**src/rtl/rgb_mode_select.sv**
```systemverilog
// Per-pixel RGB channel selector: passthrough, single channel, luma, dark mask or inverted luma.
// Define RGBSEL_DARKCNT_EN to build the per-frame dark-pixel counter.
module rgb_mode_select #(
   parameter int DW = 10,
   parameter int CW = 20
) (
   input  logic          iCLK,
   input  logic          iRST,
   input  logic          iFVAL,
   input  logic          iDVAL,
   input  logic [DW-1:0] iRed,
   input  logic [DW-1:0] iGreen,
   input  logic [DW-1:0] iBlue,
   input  logic [2:0]    iMODE,
   input  logic [DW-1:0] iTHRESH,
   output logic          oDVAL,
   output logic [DW-1:0] oDATA_R,
   output logic [DW-1:0] oDATA_G,
   output logic [DW-1:0] oDATA_B,
   output logic [CW-1:0] oDARK_CNT,
   output logic          oCNT_VALID
);

   typedef enum logic [2:0] {
      MODE_PASS  = 3'd0,
      MODE_RED   = 3'd1,
      MODE_GREEN = 3'd2,
      MODE_BLUE  = 3'd3,
      MODE_GRAY  = 3'd4,
      MODE_MASK  = 3'd5,
      MODE_INV   = 3'd6,
      MODE_BLANK = 3'd7
   } mode_t;

   logic          fval_d;
   mode_t         mode_q;
   logic [DW-1:0] thr_q;

   logic          rise;
   logic          accepted;
   mode_t         eff_mode;
   logic [DW-1:0] eff_thr;
   logic [DW+1:0] sum;
   logic [DW-1:0] gray;
   logic          dark;

   logic          v1;
   mode_t         mode1;
   logic [DW-1:0] r1, g1, b1, gray1;
   logic          dark1;

   logic [DW-1:0] mux_r, mux_g, mux_b;

   // Pixels in the rise cycle already see the new mode/threshold.
   assign rise     = iFVAL & ~fval_d;
   assign accepted = iDVAL & iFVAL;
   assign eff_mode = rise ? mode_t'(iMODE) : mode_q;
   assign eff_thr  = rise ? iTHRESH : thr_q;
   assign sum      = {2'b00, iRed} + {1'b0, iGreen, 1'b0} + {2'b00, iBlue};
   assign gray     = sum[DW+1:2];
   assign dark     = (gray < eff_thr);

   // Frame-edge tracking, frame-start sampling and stage 1.
   always_ff @(posedge iCLK) begin
      if (iRST) begin
         fval_d <= 1'b0;
         mode_q <= MODE_PASS;
         thr_q  <= '0;
         v1     <= 1'b0;
         mode1  <= MODE_PASS;
         r1     <= '0;
         g1     <= '0;
         b1     <= '0;
         gray1  <= '0;
         dark1  <= 1'b0;
      end else begin
         fval_d <= iFVAL;
         if (rise) begin
            mode_q <= mode_t'(iMODE);
            thr_q  <= iTHRESH;
         end
         v1 <= accepted;
         if (accepted) begin
            mode1 <= eff_mode;
            r1    <= iRed;
            g1    <= iGreen;
            b1    <= iBlue;
            gray1 <= gray;
            dark1 <= dark;
         end
      end
   end

   // Stage 2 mode mux.
   always_comb begin
      mux_r = '0;
      mux_g = '0;
      mux_b = '0;
      case (mode1)
         MODE_PASS: begin
            mux_r = r1;
            mux_g = g1;
            mux_b = b1;
         end
         MODE_RED:   mux_r = r1;
         MODE_GREEN: mux_g = g1;
         MODE_BLUE:  mux_b = b1;
         MODE_GRAY: begin
            mux_r = gray1;
            mux_g = gray1;
            mux_b = gray1;
         end
         MODE_MASK: begin
            mux_r = {DW{dark1}};
            mux_g = {DW{dark1}};
            mux_b = {DW{dark1}};
         end
         MODE_INV: begin
            mux_r = ~gray1;
            mux_g = ~gray1;
            mux_b = ~gray1;
         end
         MODE_BLANK: begin
            mux_r = '0;
            mux_g = '0;
            mux_b = '0;
         end
         default: begin
            mux_r = '0;
            mux_g = '0;
            mux_b = '0;
         end
      endcase
   end

   // Stage 2 output registers.
   always_ff @(posedge iCLK) begin
      if (iRST) begin
         oDVAL   <= 1'b0;
         oDATA_R <= '0;
         oDATA_G <= '0;
         oDATA_B <= '0;
      end else begin
         oDVAL <= v1;
         if (v1) begin
            oDATA_R <= mux_r;
            oDATA_G <= mux_g;
            oDATA_B <= mux_b;
         end
      end
   end

`ifdef RGBSEL_DARKCNT_EN
   localparam logic [CW-1:0] CNT_ONE = {{(CW-1){1'b0}}, 1'b1};
   localparam logic [CW-1:0] CNT_MAX = {CW{1'b1}};

   logic          fall;
   logic [CW-1:0] cnt;

   assign fall = ~iFVAL & fval_d;

   // Saturating dark counter; a fall never coincides with a rise, so the capture precedes the clear.
   always_ff @(posedge iCLK) begin
      if (iRST) begin
         cnt        <= '0;
         oDARK_CNT  <= '0;
         oCNT_VALID <= 1'b0;
      end else begin
         if (rise) begin
            cnt <= (accepted & dark) ? CNT_ONE : '0;
         end else if (accepted & dark & (cnt != CNT_MAX)) begin
            cnt <= cnt + CNT_ONE;
         end
         oCNT_VALID <= fall;
         if (fall) begin
            oDARK_CNT <= cnt;
         end
      end
   end
`else
   assign oDARK_CNT  = '0;
   assign oCNT_VALID = 1'b0;
`endif

endmodule

```
**config.mk**
```make
export PLATFORM = sky130hd
export DESIGN_NAME = rgb_mode_select
export DESIGN_NICKNAME = d
export VERILOG_FILES = /design/src/rtl/rgb_mode_select.sv
export SDC_FILE = /design/constraint.sdc
export NUM_CORES = 1
export LEC_CHECK = 0
export ABC_AREA = 0
export CAP_MARGIN = 20
export CORE_MARGIN = 2
export CORE_UTILIZATION = 51
export DETAILED_ROUTE_END_ITERATION = 10
export PLACE_DENSITY_LB_ADDON = 0.08
export SYNTH_ARGS = -nofsm -noshare
export SYNTH_HDL_FRONTEND = slang
export SYNTH_SLANG_ARGS = --single-unit
```
**constraint.sdc**
```tcl
create_clock -name iCLK -period 4.35 [get_ports iCLK]
set_input_delay 0.435 -clock iCLK [delete_from_list [all_inputs] [get_ports iCLK]]
set_output_delay 0.435 -clock iCLK [all_outputs]
set_load 0.005 [all_outputs]
```
# ---- Word level (Yosys, flattened, before mapping)
# Index checks and enable logic that the tools add are counted.
dict set report totals {
  ff_bits 90
}
dict set report op_classes {
  addsub 2
  n_lt_le_gt_ge 1
  eq_ne 6
  muxes 5
  bitwise 4
  reduce_logical 4
}
# cell n
set op_table {}
lappend op_table {{$pmux 10 s4} 3}
lappend op_table {{$add 10x11->12} 1}
lappend op_table {{$add 12x10->12} 1}
lappend op_table {{$lt 10x10->1} 1}
lappend op_table {{$mux 10} 1}
lappend op_table {{$not 10->10} 1}
lappend op_table {{$eq 3x3->1 const B} 3}
lappend op_table {{$eq 3x2->1 const B} 2}
lappend op_table {{$reduce_or 2->1} 3}
lappend op_table {{$eq 3x1->1 const B} 1}
lappend op_table {{$logic_not 3->1} 1}
lappend op_table {{$mux 3} 1}
lappend op_table {{$and 1x1->1} 2}
lappend op_table {{$not 1->1} 1}

# ---- Longest topological paths before layout
# Gate-level depths: netlist of run 1.
dict set report depth {
  ltp_word 4
  mapped_depth 15
  depth_no_buf 15
}

# ---- Least setup slack after synthesis of run 1
# OpenSTA, ideal clock, no wires.
dict set report synth_timing {
  path_kind {input to register}
  from {in iRed[1]}
  to {reg dark1}
  setup_time_ns 0.122
  arrival_ns 3.109
  slack_ns 1.119
  path_stages 15
  path_cell_list {inv_1 -> fa_1 -> nand3b_1 -> inv_1 -> fa_1 -> a21o_1 -> a21oi_1 -> o21ai_1 -> xor2_1 -> ha_1 -> nand2_1 -> nor3_1 -> o31ai_1 -> a21oi_1 -> o21ai_0}
}
dict set report synth_between {
  elab_chain_len 3
}
# element line
set synth_rtl {}
lappend synth_rtl {{start: declaration} 11} ;# input logic [DW-1:0] iRed,
lappend synth_rtl {{$add 10x11->12} 59} ;# assign sum = {2'b00, iRed} + {1'b0, iGreen, 1'b0} + {2'b00, iBlue};
lappend synth_rtl {{$add 12x10->12} 59}
lappend synth_rtl {{net sum[7]} 43} ;# logic [DW+1:0] sum;
lappend synth_rtl {{$lt 10x10->1} 61} ;# assign dark = (gray < eff_thr);
lappend synth_rtl {{end signal: assignment} 89} ;# dark1 <= dark;
lappend synth_rtl {{end: declaration} 50} ;# logic dark1;
# The timed path passes the listed nets, and every way through them passes these cells.
# A chain may end at the register's enable or synchronous reset.

# ---- Final worst setup path of run 1
# Ends and elaborated chain as after synthesis.

==> results of run 1 <==
[power breakdown]
part	internal, mW	switching (mW)	leakage [nW]
registers	0.861	0.0318	0.734
clock network	0.341	0.308	0.113
logic	0.209	0.264	1.24
[worst min-delay path, cell delays in order, from the launching register on]
cell                      delay [ns]
sky130_fd_sc_hd__dfxtp_1        0.32
sky130_fd_sc_hd__nand2_1        0.05
sky130_fd_sc_hd__a21oi_1        0.05
[flip-flops by register name, summed over array words and instances, names as in the netlist, 3 cells and up]
name	cells
b1	10
g1	10
gray1	10
oDATA_B	10
oDATA_G	10
oDATA_R	10
r1	10
thr_q	10
mode1	3
mode_q	3
[cells in the final DEF (no fill, tap or decap), drive strengths merged, types with 4 or more instances in the layout]
cell and count:
mux2i 14, clkdlybuf4s50 76, a211oi 5, nor3 5
inv 8, nand2 120, a21o 35, xor2 7
clkbuf 10, nand2b 31, conb 21, o21ai 18
a21oi 74, nor2 27, ha 18, dfxtp 90
fa 10, buf 4, xnor2 12
[logic make-up (layout without fill, tap and decap cells)]
kind of cell / Yosys count / after routing / synth area share, %
compound gates: 143 / 143 / 18.8
xor+xnor: 19 / 19 / 3.59
fa+ha+maj: 28 / 28 / 9.18
buf+inv: 60 / 102 / 6.70
flops: 90 / 90 / 38.9
mux: 14 / 14 / 3.02
other cells: 1 / 21 / 0.0809
simple gates: 203 / 203 / 19.7
[worst paths after layout]
check | start | endpoint | depth (start not counted)
min reg2reg | b1[3] | b1[3] | 2
max | iRed[1] | dark1 | 16
max reg2reg | fval_d | dark1 | 8
min | b1[3] | b1[3] | 2
[per-layer routing]
layer	routed length (um)	global-route usage [%]	part of all wire, %	up-vias
met5	0	0	0	-
met4	180	6.53	1.6	0
met3	726	4.71	6.4	17
met2	5270	38.4	46	130
met1	5220	32.8	46	1880
li1	-	-	-	1945
[cell usage after synthesis]
master                     number  area share (%)
sky130_fd_sc_hd__a211o_1        2            0.38
sky130_fd_sc_hd__a211oi_1       5            0.81
sky130_fd_sc_hd__a21o_1        35             5.7
sky130_fd_sc_hd__a21oi_1       73             7.9
sky130_fd_sc_hd__a21oi_2        1            0.19
sky130_fd_sc_hd__a311oi_1       1            0.19
sky130_fd_sc_hd__a41oi_2        1            0.35
sky130_fd_sc_hd__and2_0         1            0.14
sky130_fd_sc_hd__and3_1         1            0.14
sky130_fd_sc_hd__buf_1          5            0.41
sky130_fd_sc_hd__buf_2          2            0.22
sky130_fd_sc_hd__buf_4         22             3.6
sky130_fd_sc_hd__clkbuf_1      24             1.9
sky130_fd_sc_hd__conb_1         1           0.081
sky130_fd_sc_hd__dfxtp_1       90              39
sky130_fd_sc_hd__fa_1          10             4.3
sky130_fd_sc_hd__ha_1          18             4.9
sky130_fd_sc_hd__inv_1          7            0.57
sky130_fd_sc_hd__mux2i_1       14             3.0
sky130_fd_sc_hd__nand2_1      120             9.7
sky130_fd_sc_hd__nand2b_1      31             4.2
sky130_fd_sc_hd__nand3_1        2            0.22
sky130_fd_sc_hd__nand3b_1       3            0.49
sky130_fd_sc_hd__nand4_1        3            0.41
sky130_fd_sc_hd__nor2_1        26             2.1
sky130_fd_sc_hd__nor2_2         1            0.14
sky130_fd_sc_hd__nor2b_1        3            0.41
sky130_fd_sc_hd__nor3_1         5            0.54
sky130_fd_sc_hd__nor3b_1        3            0.49
sky130_fd_sc_hd__nor4b_1        2            0.38
sky130_fd_sc_hd__o211ai_1       1            0.16
sky130_fd_sc_hd__o21a_1         2            0.32
sky130_fd_sc_hd__o21ai_0       16             1.7
sky130_fd_sc_hd__o21ai_1        1            0.11
sky130_fd_sc_hd__o21ai_2        1            0.19
sky130_fd_sc_hd__o22ai_2        1            0.27
sky130_fd_sc_hd__o31ai_1        2            0.32
sky130_fd_sc_hd__o31ai_2        1            0.27
sky130_fd_sc_hd__or2_2          1            0.14
sky130_fd_sc_hd__or4_4          1            0.24
sky130_fd_sc_hd__xnor2_1       12             2.3
sky130_fd_sc_hd__xor2_1         7             1.3
[through the flow]
stage               util (%)  setup WS (ns)  hold slack [ns]  total power [mW]
floorplan                  -           1.12            0.437              1.24
global placement        61.0          0.388            0.442              1.36
detailed placement      61.0          0.260            0.447              1.38
CTS                     63.5          0.556            0.458              2.02
global route            63.8          0.283            0.475              2.11
finish                  63.8          0.555            0.458              2.01
[area by class of cell]
class	instances	area, sq um	share of cell area, %
Clock buffer	10	138	2.46
Clock inverter	5	86.3	1.55
Inverter	7	26.3	0.470
Multi-Input combinational cell	428	2600	46.5
Sequential cell	90	1800	32.2
Tap cell	108	135	2.42
Timing Repair Buffer	80	801	14.3
==> results.md, run 1 <==
- Setup repair after global routing left no endpoint under its margin.
- The ratio of cells with drive above 1 in the final layout is 4.52%.
- The clock passes through at most 2 buffers.
- In this design, the stage delay of the slowest critical-path cell is 0.53 ns.
- The number of antenna violations at the first check in global routing is 0.
- The signed area change from the synthesized netlist to the final layout is 20.6%.
- In the routed design, unresolved DRC markers number 0.
- Buffers added to address setup during post-CTS repair amount to 0.
- The floorplan step set the die height to ~99 um.
- The placement-stage cell area is 5340 sq um.
- The floorplan step defined a die boundary enclosing 9870 sq um.
- The final-layout fill cell count is roughly 790.
- The total global routing overflow is 0.
- Synthesis produced between 500 and 600 cells.
- Summed over all cells, the static leakage comes to 2.09 nW.
- The headroom to the max-slew limit is 36.4%.
- The die is ~99 um wide.
- The CTS H-tree depth is 3.
- After detailed routing, the total wire length is approximately 11 mm.
- The later pin in the worst-skew pair is clocked with a latency of 0.36 ns.
- The count of buffers added on input and output ports is 77.
- The first global-routing pass estimated about 19 mm of wire.
- At the pin with the least slew margin, the transition time is 0.953 ns.
- The number of buffers created by CTS is 9.
- The run finished with clean final reports.
- Across the routed clock network, the largest skew measured is 0.0102 ns.
- In this run, the number of DRC markers left after iteration 0 of detailed routing was 212.
- The clock net in this run drives a total of 90 sinks.
- The final count of hold timing violations is 0.
- The number of instances in the placed design is approximately 710.
- The final-layout setup total negative slack is 0 ns.
- The worst setup path is captured at a register.
- The number of diodes is 0.
- The post-cts sizing count is 0.
- The final clock period utilization by the worst path is 87.3%.
- The slowest stage of the critical path belongs to the cell sky130_fd_sc_hd__fa_1.
- The via total after detailed routing is about 4,000.
- The total non-filler cell area in the finished layout is 5590 sq um.
- Along the worst path, the maximum fanout reaches 3.
- The total routing usage reported by global routing is a little under a quarter.
- The number of nets in the layout is between 600 and 700.
- The register-to-register setup slack is 2.09 ns.
- Across the run, the number of max-cap violations was 0.
- The number of max-slew violations in the final report came to 0.
- On the critical path the largest part of the delay comes from adder cells.
- The type of the most critical hold path is reg2reg.
- Using the TritonRoute via totals, the vias-per-cell ratio works out to 5.46.
- For this configuration, the core starts out at a cell density of approximately 53%.
- The total I/O pin count is 99.
- The first detailed-routing pass took 4 iterations.
- Together, buffers and inverters on the worst path number 3.
- The pin count of the biggest net entering global routing is 66.
- For this run, the top clock speed supported by timing is 263 MHz.
- The setup violation total in the final timing report is 0.
- After legalization and detailed placement, the total HPWL measured 8.09 mm.
- The region available for standard cell placement spans 8760 sq um.
- The CTS tree is done.
- The peak supply drop is around 0.18 mV.
- The areal power density over the cells is between 300 and 400 nW/um^2.
- Traced cell by cell, the critical path runs through clkdlybuf4s50_1 -> inv_1 -> fa_1 -> nand3b_1 -> inv_1 -> fa_1 -> a21o_1 -> a21oi_1 -> o21ai_1 -> xor2_1 -> ha_1 -> nand2_1 -> nor3_1 -> o31ai_1 -> a21oi_1 -> o21ai_0.
- Summing every instance area after synthesis gives 4630 sq um.
- The critical path class is in2reg.
- The initialized floorplan defines 34 standard-cell rows.
- After clock tree synthesis, the flow added hold-fix buffers numbering 0.
- Synthesis inferred 90 register bits.
- The required time reported for the critical path endpoint is approximately 4.6 ns.
- The synthesized netlist contains 42 unique library cells.
- The total number of yosys warnings is 0.
- The congestion estimate from routability-driven global placement came to 0.845.
- The clock edge transition at the registers on the reported setup and hold paths is 0.08 ns.
- The clock tree root buffer cell is sky130_fd_sc_hd__clkbuf_8.
- The post-layout instance count excluding filler cells is 728.
- Dividing the synthesized area by the synthesized cell count gives between 8 and 9 sq um.
- The number of nets with antenna violations after routing is 0.
- The sequential cell area fraction in the yosys report is 38.9%.
- The data arrival time of the worst path is 4.03 ns.
- The routed design could run at a clock period as short as 3.80 ns.
- The via count of the first global-routing pass is 3,844.
- The detail-routed net length per standard cell is 15.7 um.
- STA classifies the critical path startpoint as an input port.
(Power assumes the default switching activity.)
==> run 2: changes to the inputs <==
--- a/config.mk
+++ b/config.mk
@@ -5,10 +5,10 @@
 export SDC_FILE = /design/constraint.sdc
 export NUM_CORES = 1
 export LEC_CHECK = 0
-export ABC_AREA = 0
+export ABC_AREA = 1
 export CAP_MARGIN = 20
 export CORE_MARGIN = 2
-export CORE_UTILIZATION = 51
+export CORE_UTILIZATION = 52
 export DETAILED_ROUTE_END_ITERATION = 10
 export PLACE_DENSITY_LB_ADDON = 0.08
 export SYNTH_ARGS = -nofsm -noshare
==> run 2 against run 1 <==
Effect of this change:
- die area is 1.4% higher
- worst setup slack better by 0.58 ns
- core utilization is 0.96 points lower
- global-route usage is 0.88 points higher
- largest power group unchanged
==> results.md, run 2 <==
- The run finished with clean final reports.
- After clock tree synthesis, the clock-pin slew on the worst setup and hold paths is around 0.10 ns.
- The number of antenna violations at the first check in global routing is 0.
- The leakage power of the design is 2.63 nW.
- Buffers inserted to repair hold after CTS numbered 0.
- The net count of the finished layout is 794.
- Sorting the synthesized cells by how often they occur yields sky130_fd_sc_hd__nand2_1, sky130_fd_sc_hd__nor2_1, sky130_fd_sc_hd__dfxtp_1.
- The met2 layer usage reported by global route is 41.0%.
- The areal power density over the cells is about 360 nW/um^2.
- OpenSTA, run right after detailed placement, puts the worst setup slack at 0.813 ns.
- The worst pin sits at a relative slew slack of between 30% and 40%.
- The most frequently used flop master after synthesis is sky130_fd_sc_hd__dfxtp_1.
- The CTS tree is done.
- The share of Yosys cell area claimed by the top area cell type is 37.6%.
- The first-pass GRT wire length is 19.5 mm.
- The half-perimeter wire length of the detailed placement result is between 8 and 9 mm.
- The total I/O pin count is about 100.
- The fmax is 311 MHz.
- The via total after detailed routing is 4,205.
- The summed instance area of the synthesized netlist is 4800 sq um.
- The area taken by multi-input logic gates is around 2600 sq um.
- Counting along the longest clock path gives a buffer depth of 2.
- The distinct cell type count after synthesis is 35.
- The final-layout setup total negative slack is 0 ns.
- The final-layout fill cell count is between 800 and 900.
- The most common cell after layout, fill and taps aside is sky130_fd_sc_hd__nand2_1.
- The DRC violation total after the first TritonRoute iteration is 172.
- The number of instances in the placed design is 819.
- Setup violations remaining at the end of the flow were counted as 0.
- Once detail routing completed, the nets flagged for antenna violations numbered 0.
- The kind of start point of the critical path is an input port.
- In the final layout, flip-flops and latches occupy 1800 sq um.
- After synthesis, the mean cell area works out to 7.32 sq um.
- For met1 alone, demand over resource in global routing was 33.8%.
- The floorplan has 35 rows.
- For the finished layout, the period the worst path requires is 3.22 ns.
- In the post-synthesis netlist, the biggest area contributors are sky130_fd_sc_hd__dfxtp_1, sky130_fd_sc_hd__nand2_1, sky130_fd_sc_hd__nor2_1.
- The post-layout instance count excluding filler cells is 835.
- The initial core utilization is 52.7%.
- The horizontal extent of the die is between 100 and 150 um.
- The number of max-slew violations in the final report is 0.
- The largest total area in the synthesized netlist belongs to sky130_fd_sc_hd__dfxtp_1.
- The overall die height is 100 um.
- The sequential cell area fraction in the yosys report is between 30% and 40%.
- The maximum fanout along the worst path is 4.
- The post-route clock skew is ~0.012 ns.
- The number of input and output port buffers inserted is 77.
- The most common cell in the synthesized netlist is sky130_fd_sc_hd__nand2_1.
- After technology mapping, the gate count stands at about 660.
- The tightest min-delay check is of the reg2reg type.
- The die area is ~10,000 sq um.
- The final layout contains routed wiring with a total length of 11.5 mm.
- The number of diodes is 0.
- Max-cap violations in this run came to 0.
- For the worst-skew pair, the clock arrives at the later sink with an insertion delay of 0.36 ns.
- The slew of the pin with the lowest slew margin is 0.983 ns.
- In the routed design, unresolved DRC markers number 0.
- The post-CTS setup buffer count is 0.
- The via count of the first global-routing pass is 4,096.
- The first-pass detailed-route iteration total is 4.
- The met3 usage is 2.58%.
- The total overflow left after global routing is 0.
- The detail-routed net length per standard cell is 13.8 um.
- The post-cts sizing count is 0.
- STA classifies the critical path endpoint as a register.
- The total number of yosys warnings is 0.
- The signed area change from the synthesized netlist to the final layout is 19.3%.
- The synthesized design contains 90 register bits.
- The number of buffers created by CTS is 9.
- The final weighted congestion in routability-driven placement is 0.978.
- In this run, synthesis inferred 0 flip-flops with an integrated enable.
- The worst-case setup margin in the final layout is 1.13 ns.
- The pin count of the biggest net entering global routing is 56.
- In the routed layout, each cell is associated on average with a via count of between 5 and 6.
- The clock tree synthesis step divided the H-tree into 3 levels.
- The clock net in this run drives a total of 90 sinks.
- Global routing consumed, over all layers together, 24.7% of the routing resources.
- met2 is the most crowded layer.
- Data on the critical path is required at its endpoint by about 4.6 ns.
- The clock tree root buffer cell is sky130_fd_sc_hd__clkbuf_8.
- The peak supply drop is 0.156 mV.
- The total core area is 9110 sq um.
- The final critical path takes up 74.0% of the cycle.
- The final count of hold timing violations is 0.
- For this run, asynchronously set or reset flops after synthesis account for 0%.
- In the layout the commonest cells are sky130_fd_sc_hd__nand2_1, sky130_fd_sc_hd__nor2_1, sky130_fd_sc_hd__dfxtp_1, sky130_fd_sc_hd__clkdlybuf4s50_1, sky130_fd_sc_hd__inv_1.
- The critical path class is in2reg.
- Setup repair after global routing left no endpoint under its margin.
- The overall power is 2.03 mW.
- The data arrival time of the worst path is roughly 3.5 ns.
- The ratio of cells with drive above 1 in the final layout is 8.43%.
## run 2: changes by cell type after synthesis, sizes merged, moves of 30 or more
cell and delta:
nand2b -31, o21ai +30, a21o -35, inv +49
nor2 +81, nand2 +63
## run 2: cell type report
type / count / area share (%)
inverter: 56 / 3.72
clock inverter: 6 / 1.44
multi-input combinational: 482 / 44.7
clock buffer: 10 / 2.41
sequential: 90 / 31.5
timing repair buffer: 80 / 13.8
tap: 111 / 2.43
## run 2: worst paths after layout
path,slack [ns],start,cells past startpoint,to
max,1.13,iRed[1],18,dark1
min,0.47,oDATA_R[4],2,oDATA_R[4]
max reg2reg,2.17,fval_d,10,dark1
min reg2reg,0.47,oDATA_R[4],2,oDATA_R[4]
## run 2: cells by family after synthesis
group / after synthesis / synth area share (%)
fa+ha+maj: 28 / 8.87
xor+xnor: 4 / 0.731
compound gates: 108 / 13.5
flops: 90 / 37.6
buf+inv: 103 / 10.6
mux: 12 / 2.50
other cells: 1 / 0.0782
simple gates: 309 / 26.1
## run 2: routing by layer
metal  routed length (um)  up-vias
met5                    0        -
met4                  177        0
met3                  594       15
met2                 5450      123
met1                 5300     1911
li1                     -     2156
## run 2: through the flow
step / area [sq um] / util (%) / hold slack (ns)
after global routing: 5720 / 62.8 / 0.491
final: 5720 / 62.8 / 0.469
after global placement: 5500 / 60.4 / 0.455
after CTS: 5720 / 62.8 / 0.470
after floorplan: 4870 / - / 0.455
after detailed placement: 5500 / 60.4 / 0.455
## run 2: critical path, stage by stage
cell and delay (ns):
sky130_fd_sc_hd__clkdlybuf4s50_1 0.45, sky130_fd_sc_hd__inv_1 0.06, sky130_fd_sc_hd__fa_1 0.53, sky130_fd_sc_hd__nor2_1 0.10, sky130_fd_sc_hd__fa_1 0.44, sky130_fd_sc_hd__nand2_1 0.09, sky130_fd_sc_hd__nand3_1 0.08, sky130_fd_sc_hd__nand3_1 0.08
sky130_fd_sc_hd__nand2_1 0.07, sky130_fd_sc_hd__xnor2_1 0.21, sky130_fd_sc_hd__inv_1 0.07, sky130_fd_sc_hd__ha_1 0.31, sky130_fd_sc_hd__nand2_1 0.08, sky130_fd_sc_hd__o21bai_1 0.10, sky130_fd_sc_hd__nand2_1 0.06, sky130_fd_sc_hd__a21oi_1 0.14
sky130_fd_sc_hd__nand2_1 0.08, sky130_fd_sc_hd__a21oi_1 0.12
## run 2: power breakdown
| part | internal (mW) | switching, mW | leakage (nW) | total (mW) |
|---|---|---|---|---|
| Sequential | 0.867 | 0.0267 | 0.737 | 0.894 |
| Clock | 0.295 | 0.336 | 0.108 | 0.631 |
| Combinational | 0.206 | 0.303 | 1.78 | 0.508 |
| Total | 1.37 | 0.665 | 2.63 | 2.03 |
